### src/rtl/pim_tg_pkg.sv
// Shared definitions for the PIM traffic generator: address-mode encodings,
// FSM state type and the response-data fold used by the optional signature.
package pim_tg_pkg;

    localparam logic [1:0] TG_LINEAR = 2'd0;
    localparam logic [1:0] TG_WRAP   = 2'd1;
    localparam logic [1:0] TG_DESC   = 2'd2;

    typedef enum logic [1:0] {
        ST_IDLE  = 2'd0,
        ST_RUN   = 2'd1,
        ST_DRAIN = 2'd2,
        ST_DONE  = 2'd3
    } tg_state_t;

    // Widest response payload the fold accepts; narrower data is zero-extended.
    localparam int TG_FOLD_MAX = 4096;

    function automatic logic [31:0] tg_fold(input logic [TG_FOLD_MAX-1:0] d);
        logic [31:0] acc;
        acc = '0;
        for (int i = 0; i < TG_FOLD_MAX / 32; i++) begin
            acc = acc ^ d[i*32 +: 32];
        end
        return acc;
    endfunction

endpackage

### src/rtl/pim_tg_ts_fifo.sv
// Issue-timestamp FIFO: DEPTH entries of W bits, push and pop may coincide
// even when full; a pop on an empty FIFO is ignored.
module pim_tg_ts_fifo #(
    parameter int DEPTH = 4,
    parameter int W     = 32
) (
    input  logic         clk,
    input  logic         rst,
    input  logic         clr,
    input  logic         push,
    input  logic         pop,
    input  logic [W-1:0] wr_data,
    output logic [W-1:0] rd_data,
    output logic         full,
    output logic         empty
);
    localparam int PW = $clog2(DEPTH);

    logic [W-1:0]  mem [DEPTH];
    logic [PW-1:0] wr_ptr;
    logic [PW-1:0] rd_ptr;
    logic [PW:0]   count;
    logic          push_eff;
    logic          pop_eff;

    assign full     = (count == (PW+1)'(DEPTH));
    assign empty    = (count == '0);
    assign pop_eff  = pop && !empty;
    assign push_eff = push && (!full || pop_eff);
    assign rd_data  = mem[rd_ptr];

    always_ff @(posedge clk) begin
        if (push_eff) begin
            mem[wr_ptr] <= wr_data;
        end
    end

    // DEPTH is a power of two, so the pointers wrap naturally.
    always_ff @(posedge clk or posedge rst) begin
        if (rst) begin
            wr_ptr <= '0;
            rd_ptr <= '0;
            count  <= '0;
        end else if (clr) begin
            wr_ptr <= '0;
            rd_ptr <= '0;
            count  <= '0;
        end else begin
            if (push_eff) wr_ptr <= wr_ptr + PW'(1);
            if (pop_eff)  rd_ptr <= rd_ptr + PW'(1);
            count <= count + (PW+1)'(push_eff) - (PW+1)'(pop_eff);
        end
    end

endmodule

### src/rtl/pim_traffic_gen.sv
// Request generator / response monitor for the PIM system port.
// Optional response signature output is built when PIM_TG_SIGNATURE_EN is defined.
module pim_traffic_gen
    import pim_tg_pkg::*;
#(
    parameter int ADDR_W  = 32,
    parameter int DATA_W  = 512,
    parameter int CNT_W   = 32,
    parameter int MAX_OUT = 4
) (
    input  logic                         clk,
    input  logic                         rst,
    input  logic                         start,
    input  logic [ADDR_W-1:0]            cfg_base_addr,
    input  logic [ADDR_W-1:0]            cfg_stride,
    input  logic [CNT_W-1:0]             cfg_num_ops,
    input  logic [1:0]                   cfg_mode,
    input  logic [ADDR_W-1:0]            cfg_window,
    output logic                         req_valid,
    input  logic                         req_ready,
    output logic [ADDR_W-1:0]            req_addr,
    input  logic                         resp_valid,
    output logic                         resp_ready,
    input  logic [DATA_W-1:0]            resp_data,
    output logic                         busy,
    output logic                         done,
    output logic [CNT_W-1:0]             sent_count,
    output logic [CNT_W-1:0]             recv_count,
    output logic [$clog2(MAX_OUT):0]     outstanding,
    output logic [CNT_W-1:0]             lat_sum,
    output logic [CNT_W-1:0]             lat_max,
    output logic                         err_unexpected,
    output tg_state_t                    dbg_state
`ifdef PIM_TG_SIGNATURE_EN
    ,
    output logic [31:0]                  sig
`endif
);
    localparam int OW = $clog2(MAX_OUT) + 1;

    tg_state_t         state;
    logic [ADDR_W-1:0] base_q, stride_q, window_q, off_q, off_nx;
    logic [CNT_W-1:0]  num_q, cyc, stamp, lat, sent_nx, recv_nx;
    logic [CNT_W:0]    sum_wide;
    logic [1:0]        mode_q;
    logic              req_hs, resp_hs, resp_cnt, launch;
    logic              unused_full, unused_empty;

    // Handshakes: a transfer happens on a clock edge where valid && ready;
    // req_addr is held stable while req_valid is high and req_ready is low.
    assign req_valid = (state == ST_RUN) && (sent_count < num_q) && (outstanding < OW'(MAX_OUT));
    assign req_hs    = req_valid && req_ready;
    assign resp_hs   = resp_valid && resp_ready;
    assign resp_cnt  = resp_hs && (outstanding != '0);
    assign launch    = start && ((state == ST_IDLE) || (state == ST_DONE));
    assign sent_nx   = sent_count + CNT_W'(req_hs);
    assign recv_nx   = recv_count + CNT_W'(resp_cnt);
    assign lat       = cyc - stamp;
    assign sum_wide  = {1'b0, lat_sum} + {1'b0, lat};
    assign busy      = (state == ST_RUN) || (state == ST_DRAIN);
    assign done      = (state == ST_DONE);
    assign dbg_state = state;

    // A zero window degenerates to plain linear stepping.
    always_comb begin
        off_nx = off_q + stride_q;
        if ((mode_q == TG_WRAP) && (window_q != '0) && (off_nx >= window_q)) begin
            off_nx = off_nx - window_q;
        end
    end

    pim_tg_ts_fifo #(.DEPTH(MAX_OUT), .W(CNT_W)) u_ts_fifo (
        .clk     (clk),
        .rst     (rst),
        .clr     (launch),
        .push    (req_hs),
        .pop     (resp_cnt),
        .wr_data (cyc),
        .rd_data (stamp),
        .full    (unused_full),
        .empty   (unused_empty)
    );

    always_ff @(posedge clk or posedge rst) begin
        if (rst) begin
            state          <= ST_IDLE;
            base_q         <= '0;
            stride_q       <= '0;
            window_q       <= '0;
            off_q          <= '0;
            num_q          <= '0;
            mode_q         <= '0;
            cyc            <= '0;
            req_addr       <= '0;
            resp_ready     <= 1'b0;
            sent_count     <= '0;
            recv_count     <= '0;
            outstanding    <= '0;
            lat_sum        <= '0;
            lat_max        <= '0;
            err_unexpected <= 1'b0;
        end else begin
            resp_ready  <= 1'b1;
            cyc         <= cyc + CNT_W'(1);
            outstanding <= outstanding + OW'(req_hs) - OW'(resp_cnt);
            if (resp_hs && (outstanding == '0)) err_unexpected <= 1'b1;
            if (resp_cnt) begin
                recv_count <= recv_nx;
                lat_sum    <= sum_wide[CNT_W] ? '1 : sum_wide[CNT_W-1:0];
                if (lat > lat_max) lat_max <= lat;
            end
            if (req_hs) begin
                sent_count <= sent_nx;
                off_q      <= off_nx;
                req_addr   <= (mode_q == TG_DESC) ? (base_q - off_nx) : (base_q + off_nx);
            end
            case (state)
                ST_IDLE, ST_DONE: begin
                    if (start) begin
                        base_q         <= cfg_base_addr;
                        stride_q       <= cfg_stride;
                        window_q       <= cfg_window;
                        num_q          <= cfg_num_ops;
                        mode_q         <= cfg_mode;
                        off_q          <= '0;
                        req_addr       <= cfg_base_addr;
                        sent_count     <= '0;
                        recv_count     <= '0;
                        outstanding    <= '0;
                        lat_sum        <= '0;
                        lat_max        <= '0;
                        err_unexpected <= 1'b0;
                        state          <= (cfg_num_ops == '0) ? ST_DONE : ST_RUN;
                    end
                end
                ST_RUN: begin
                    if (req_hs && (sent_nx == num_q)) begin
                        state <= (recv_nx == num_q) ? ST_DONE : ST_DRAIN;
                    end
                end
                ST_DRAIN: begin
                    if (recv_nx == num_q) state <= ST_DONE;
                end
                default: state <= ST_IDLE;
            endcase
        end
    end

`ifdef PIM_TG_SIGNATURE_EN
    always_ff @(posedge clk or posedge rst) begin
        if (rst) begin
            sig <= '0;
        end else if (launch) begin
            sig <= '0;
        end else if (resp_cnt) begin
            sig <= {sig[30:0], sig[31]} ^ tg_fold(TG_FOLD_MAX'(resp_data));
        end
    end
`else
    logic unused_data;
    assign unused_data = ^resp_data;
`endif

endmodule
### config.mk
export PLATFORM = sky130hd
export DESIGN_NAME = pim_traffic_gen
export DESIGN_NICKNAME = d
export VERILOG_FILES = /design/src/rtl/pim_tg_pkg.sv /design/src/rtl/pim_tg_ts_fifo.sv /design/src/rtl/pim_traffic_gen.sv
export SDC_FILE = /design/constraint.sdc
export NUM_CORES = 1
export LEC_CHECK = 0
export BUFFER_PORTS_ARGS = -buffer_cell sky130_fd_sc_hd__buf_2
export CAP_MARGIN = 20
export CORE_AREA = 5 5 318 320
export DETAILED_ROUTE_END_ITERATION = 16
export DIE_AREA = 0 0 323 325
export GPL_TIMING_DRIVEN = 0
export MAX_ROUTING_LAYER = met4
export PLACE_DENSITY_LB_ADDON = 0.15
export SETUP_SLACK_MARGIN = 0.3
export SLEW_MARGIN = 5
export SYNTH_ARGS = -nofsm -noshare
export SYNTH_HDL_FRONTEND = slang
export SYNTH_SLANG_ARGS = --single-unit
### constraint.sdc
create_clock -name clk -period 14.3 [get_ports clk]
set_input_delay 3.575 -clock clk [delete_from_list [all_inputs] [get_ports clk]]
set_output_delay 3.575 -clock clk [all_outputs]
set_load 0.05 [all_outputs]
==> impl_metrics.env <==
export IMPL_status="finished, final reports clean"
export IMPL_wl_um=117000
export IMPL_layout_drive_gt1_share=0.133
export IMPL_ys_dominant_reg_cell="dfrtp_1"
export IMPL_worstMarginPinSlew_ns=1.10
export IMPL_synth_seq_cells=496
export IMPL_power_total_w=0.0114
export IMPL_grt_first_pass_wirelength_um=175000
export IMPL_reg2reg_from="stride_q[0]$_DFFE_PP0P_"
export IMPL_hp_class="reg2reg"
export IMPL_grt_remaining_overflow=0
export IMPL_antenna_found_initial=9
export IMPL_fin_nets=4766
export IMPL_finalInstanceArea_um2=38100
export IMPL_worst_path_stages=36
export IMPL_p_leak_nw=17.3
export IMPL_placementRows=115
export IMPL_slowest_stage="a311oi_2"
export IMPL_htreeDepth=3
export IMPL_final_cell_mix="nand2_1, dfrtp_1, buf_2, nor2_1, ha_1"
export IMPL_synth_seq_area_share=0.402
export IMPL_worstSetupPathType="reg2reg"
export IMPL_synthArstFlopShare=0.742
export IMPL_yosysUniqueCellTypes=96
export IMPL_required_ns=14.86
export IMPL_r2r_slack_ns=3.83
export IMPL_place_ws_ns=4.07
export IMPL_slew_violations=0
export IMPL_arrival_ns=11.02
export IMPL_ant_nets=0
export IMPL_stdcell_count=5222
export IMPL_die_w_um=323
export IMPL_finalSetupViolations=0
export IMPL_fin_crit_sh=0.732
export IMPL_powerDensity_nw_per_um2=300
export IMPL_cts_buffers=66
export IMPL_min_from="stride_q[28]$_DFFE_PP0P_"
export IMPL_max_stage_delay_ns=0.52
export IMPL_synth_edff_count=128
export IMPL_hold_viol_final=0
export IMPL_mostFrequentLayoutCell="nand2_1"
export IMPL_core_area_um2=97800
export IMPL_rsz0062_at_grt="no"
export IMPL_clkTransAtPathRegs_ns=0.06
export IMPL_crit_path_start_kind="register"
export IMPL_fill_cells=10100
export IMPL_grt_pass1_vias=26700
export IMPL_max_freq_mhz=95.5
export IMPL_worstSetupEndpointType="register"
export IMPL_maxSlewHeadroom=0.259
export IMPL_gp_congestion=0.912
export IMPL_die_h_um=325
export IMPL_syn_area_per_cell_um2=9.29
export IMPL_clock_sinks=496
export IMPL_drt_iter0_markers=2009
export IMPL_wire_per_inst_um=22.5
export IMPL_viasPerCell=5.21
export IMPL_whs_endpoint="stride_q[28]$_DFFE_PP0P_"
export IMPL_r2r_end="req_addr[31]$_DFF_PP0_"
export IMPL_ff2ff_path_depth=36
export IMPL_track_usage=0.226
export IMPL_netlist_area_um2=32500
export IMPL_ctsResizeCount=0
export IMPL_yosys_warnings=0
export IMPL_area_delta_synth_final_pct=17.4
export IMPL_whs_path_depth=2
export IMPL_synthesis_nets=4385
export IMPL_post_cts_setup_buffers=0
export IMPL_die_area_um2=105000
export IMPL_first_pass_iters=5
export IMPL_maxCapViolCount=0
export IMPL_cp_top_family="compound AO/OA/AOI/OAI gates"
export IMPL_postSynthCellCount=3495
export IMPL_cts_path_max_buffers=3
export IMPL_vias=27200
export IMPL_pin_count=817
export IMPL_cts_tree="yes"
export IMPL_dp_cells=5095
export IMPL_peakVddDrop_mv=0.177
export IMPL_clk_latency_ns=0.63
export IMPL_crit_buf_inv=6
export IMPL_postLayoutSetupSlackWorst_ns=3.83
export IMPL_finalClockSkew_ns=0.0314
export IMPL_portBuffers=303
export IMPL_period_needed_ns=10.47
export IMPL_placed_area_um2=35800
export IMPL_cts_hold_buf=0
export IMPL_cts_root_buf="clkbuf_16"
export IMPL_finish_utilization=0.390
export IMPL_cp_max_fo=10
export IMPL_start_util=0.332
export IMPL_dp_hpwl_um=92500
export IMPL_grt_start_max_net_pins=115
export IMPL_drc=0
==> stage by stage <==
| stage | hold slack (ns) | TNS (ns) |
|---|---|---|
| 2_1_floorplan | 0.452 | 0 |
| 3_3_place_gp | 0.468 | -1906.69 |
| 3_5_place_dp | 0.472 | 0 |
| 5_1_grt | 0.495 | 0 |
| 6_report | 0.487 | 0 |
| 4_1_cts | 0.487 | 0 |
==> report_power, final <==
part | leakage [nW] | internal, W | switching (W) | total, W
registers | 5.91 | 0.00181 | 0.000327 | 0.00214
logic | 10.3 | 0.00274 | 0.00481 | 0.00755
clock network | 1.09 | 0.00104 | 0.000699 | 0.00174
total | 17.3 | 0.00560 | 0.00584 | 0.0114
==> state kept, by name, summed over array words and instances, names as in the netlist <==
| name | flops |
|---|---|
| lat_sum | 32 |
| u_ts_fifo.rd_ptr | 2 |
| u_ts_fifo.wr_ptr | 2 |
| u_ts_fifo.count | 3 |
| cyc | 32 |
| lat_max | 32 |
| sent_count | 32 |
| err_unexpected | 1 |
| dbg_state | 2 |
| stride_q | 32 |
| recv_count | 32 |
| u_ts_fifo.mem | 128 |
| resp_ready | 1 |
| off_q | 32 |
| mode_q | 2 |
| req_addr | 32 |
| num_q | 32 |
| base_q | 32 |
| outstanding | 3 |
| window_q | 32 |
==> synthesized netlist by cell type, types with 67 or more instances <==
| cell type | instances | area (um^2) |
|---|---|---|
| mux2i_1 | 67 | 671 |
| xnor2_1 | 172 | 1510 |
| inv_1 | 198 | 743 |
| ha_1 | 236 | 2950 |
| nand2_1 | 438 | 1640 |
| clkbuf_1 | 105 | 394 |
| dfrtp_1 | 368 | 9210 |
| xor2_1 | 163 | 1430 |
| edfxtp_1 | 128 | 3840 |
| nand4_1 | 78 | 488 |
| nand3_1 | 82 | 410 |
| nor2_1 | 259 | 972 |
| a21oi_1 | 211 | 1060 |
| o21ai_0 | 235 | 1180 |
==> worst max path at each step <==
| stage | start | to | slack, ns |
|---|---|---|---|
| floorplan | rst | base_q[0]$_DFFE_PP0P_ | 0.51 |
| global placement | rst | recv_count[23]$_DFF_PP0_ | -5.26 |
| detailed placement | stride_q[0]$_DFFE_PP0P_ | req_addr[31]$_DFF_PP0_ | 4.07 |
| CTS | stride_q[0]$_DFFE_PP0P_ | req_addr[31]$_DFF_PP0_ | 4.00 |
| global route | stride_q[0]$_DFFE_PP0P_ | req_addr[31]$_DFF_PP0_ | 3.23 |
| finish | stride_q[0]$_DFFE_PP0P_ | req_addr[31]$_DFF_PP0_ | 3.83 |
==> kinds of logic (layout without fill, tap and decap cells) <==
group,Yosys count,in the layout,synth area share
AO/OA/AOI/OAI,805,805,0.157
XOR/XNOR,335,335,0.0903
adder cells (fa/ha/maj),243,243,0.0952
buffers and inverters,340,774,0.0415
flip-flops,496,496,0.402
multiplexers,103,103,0.0442
other,1,7,0.000115
AND/OR/NAND/NOR,1172,1172,0.170
==> routing by layer <==
metal,vias to the layer above,share of wire,track usage,routed length [um]
met4,0,0.032,0.0681,3760
li1,13200,-,-,-
met2,592,0.46,0.353,54200
met3,145,0.052,0.0401,6060
met1,13200,0.46,0.300,53500
met5,-,0,-,0
==> area by class of cell <==
class | instances | area [um^2] | area share
multi-input combinational | 2659 | 18100 | 0.474
sequential | 496 | 13100 | 0.342
clock buffer | 94 | 1890 | 0.0495
timing repair buffer | 313 | 1730 | 0.0454
tap | 1287 | 1610 | 0.0422
inverter | 201 | 762 | 0.0200
buffer | 139 | 596 | 0.0156
clock inverter | 27 | 385 | 0.0101
antenna | 6 | 15.0 | 0.000394
==> worst min-delay path: stages, from the launching register on <==
cell and delay [ns]:
dfrtp_1 0.35, nand2_1 0.05, nand2_1 0.05
Note: power is estimated with default switching activity, not from simulation.
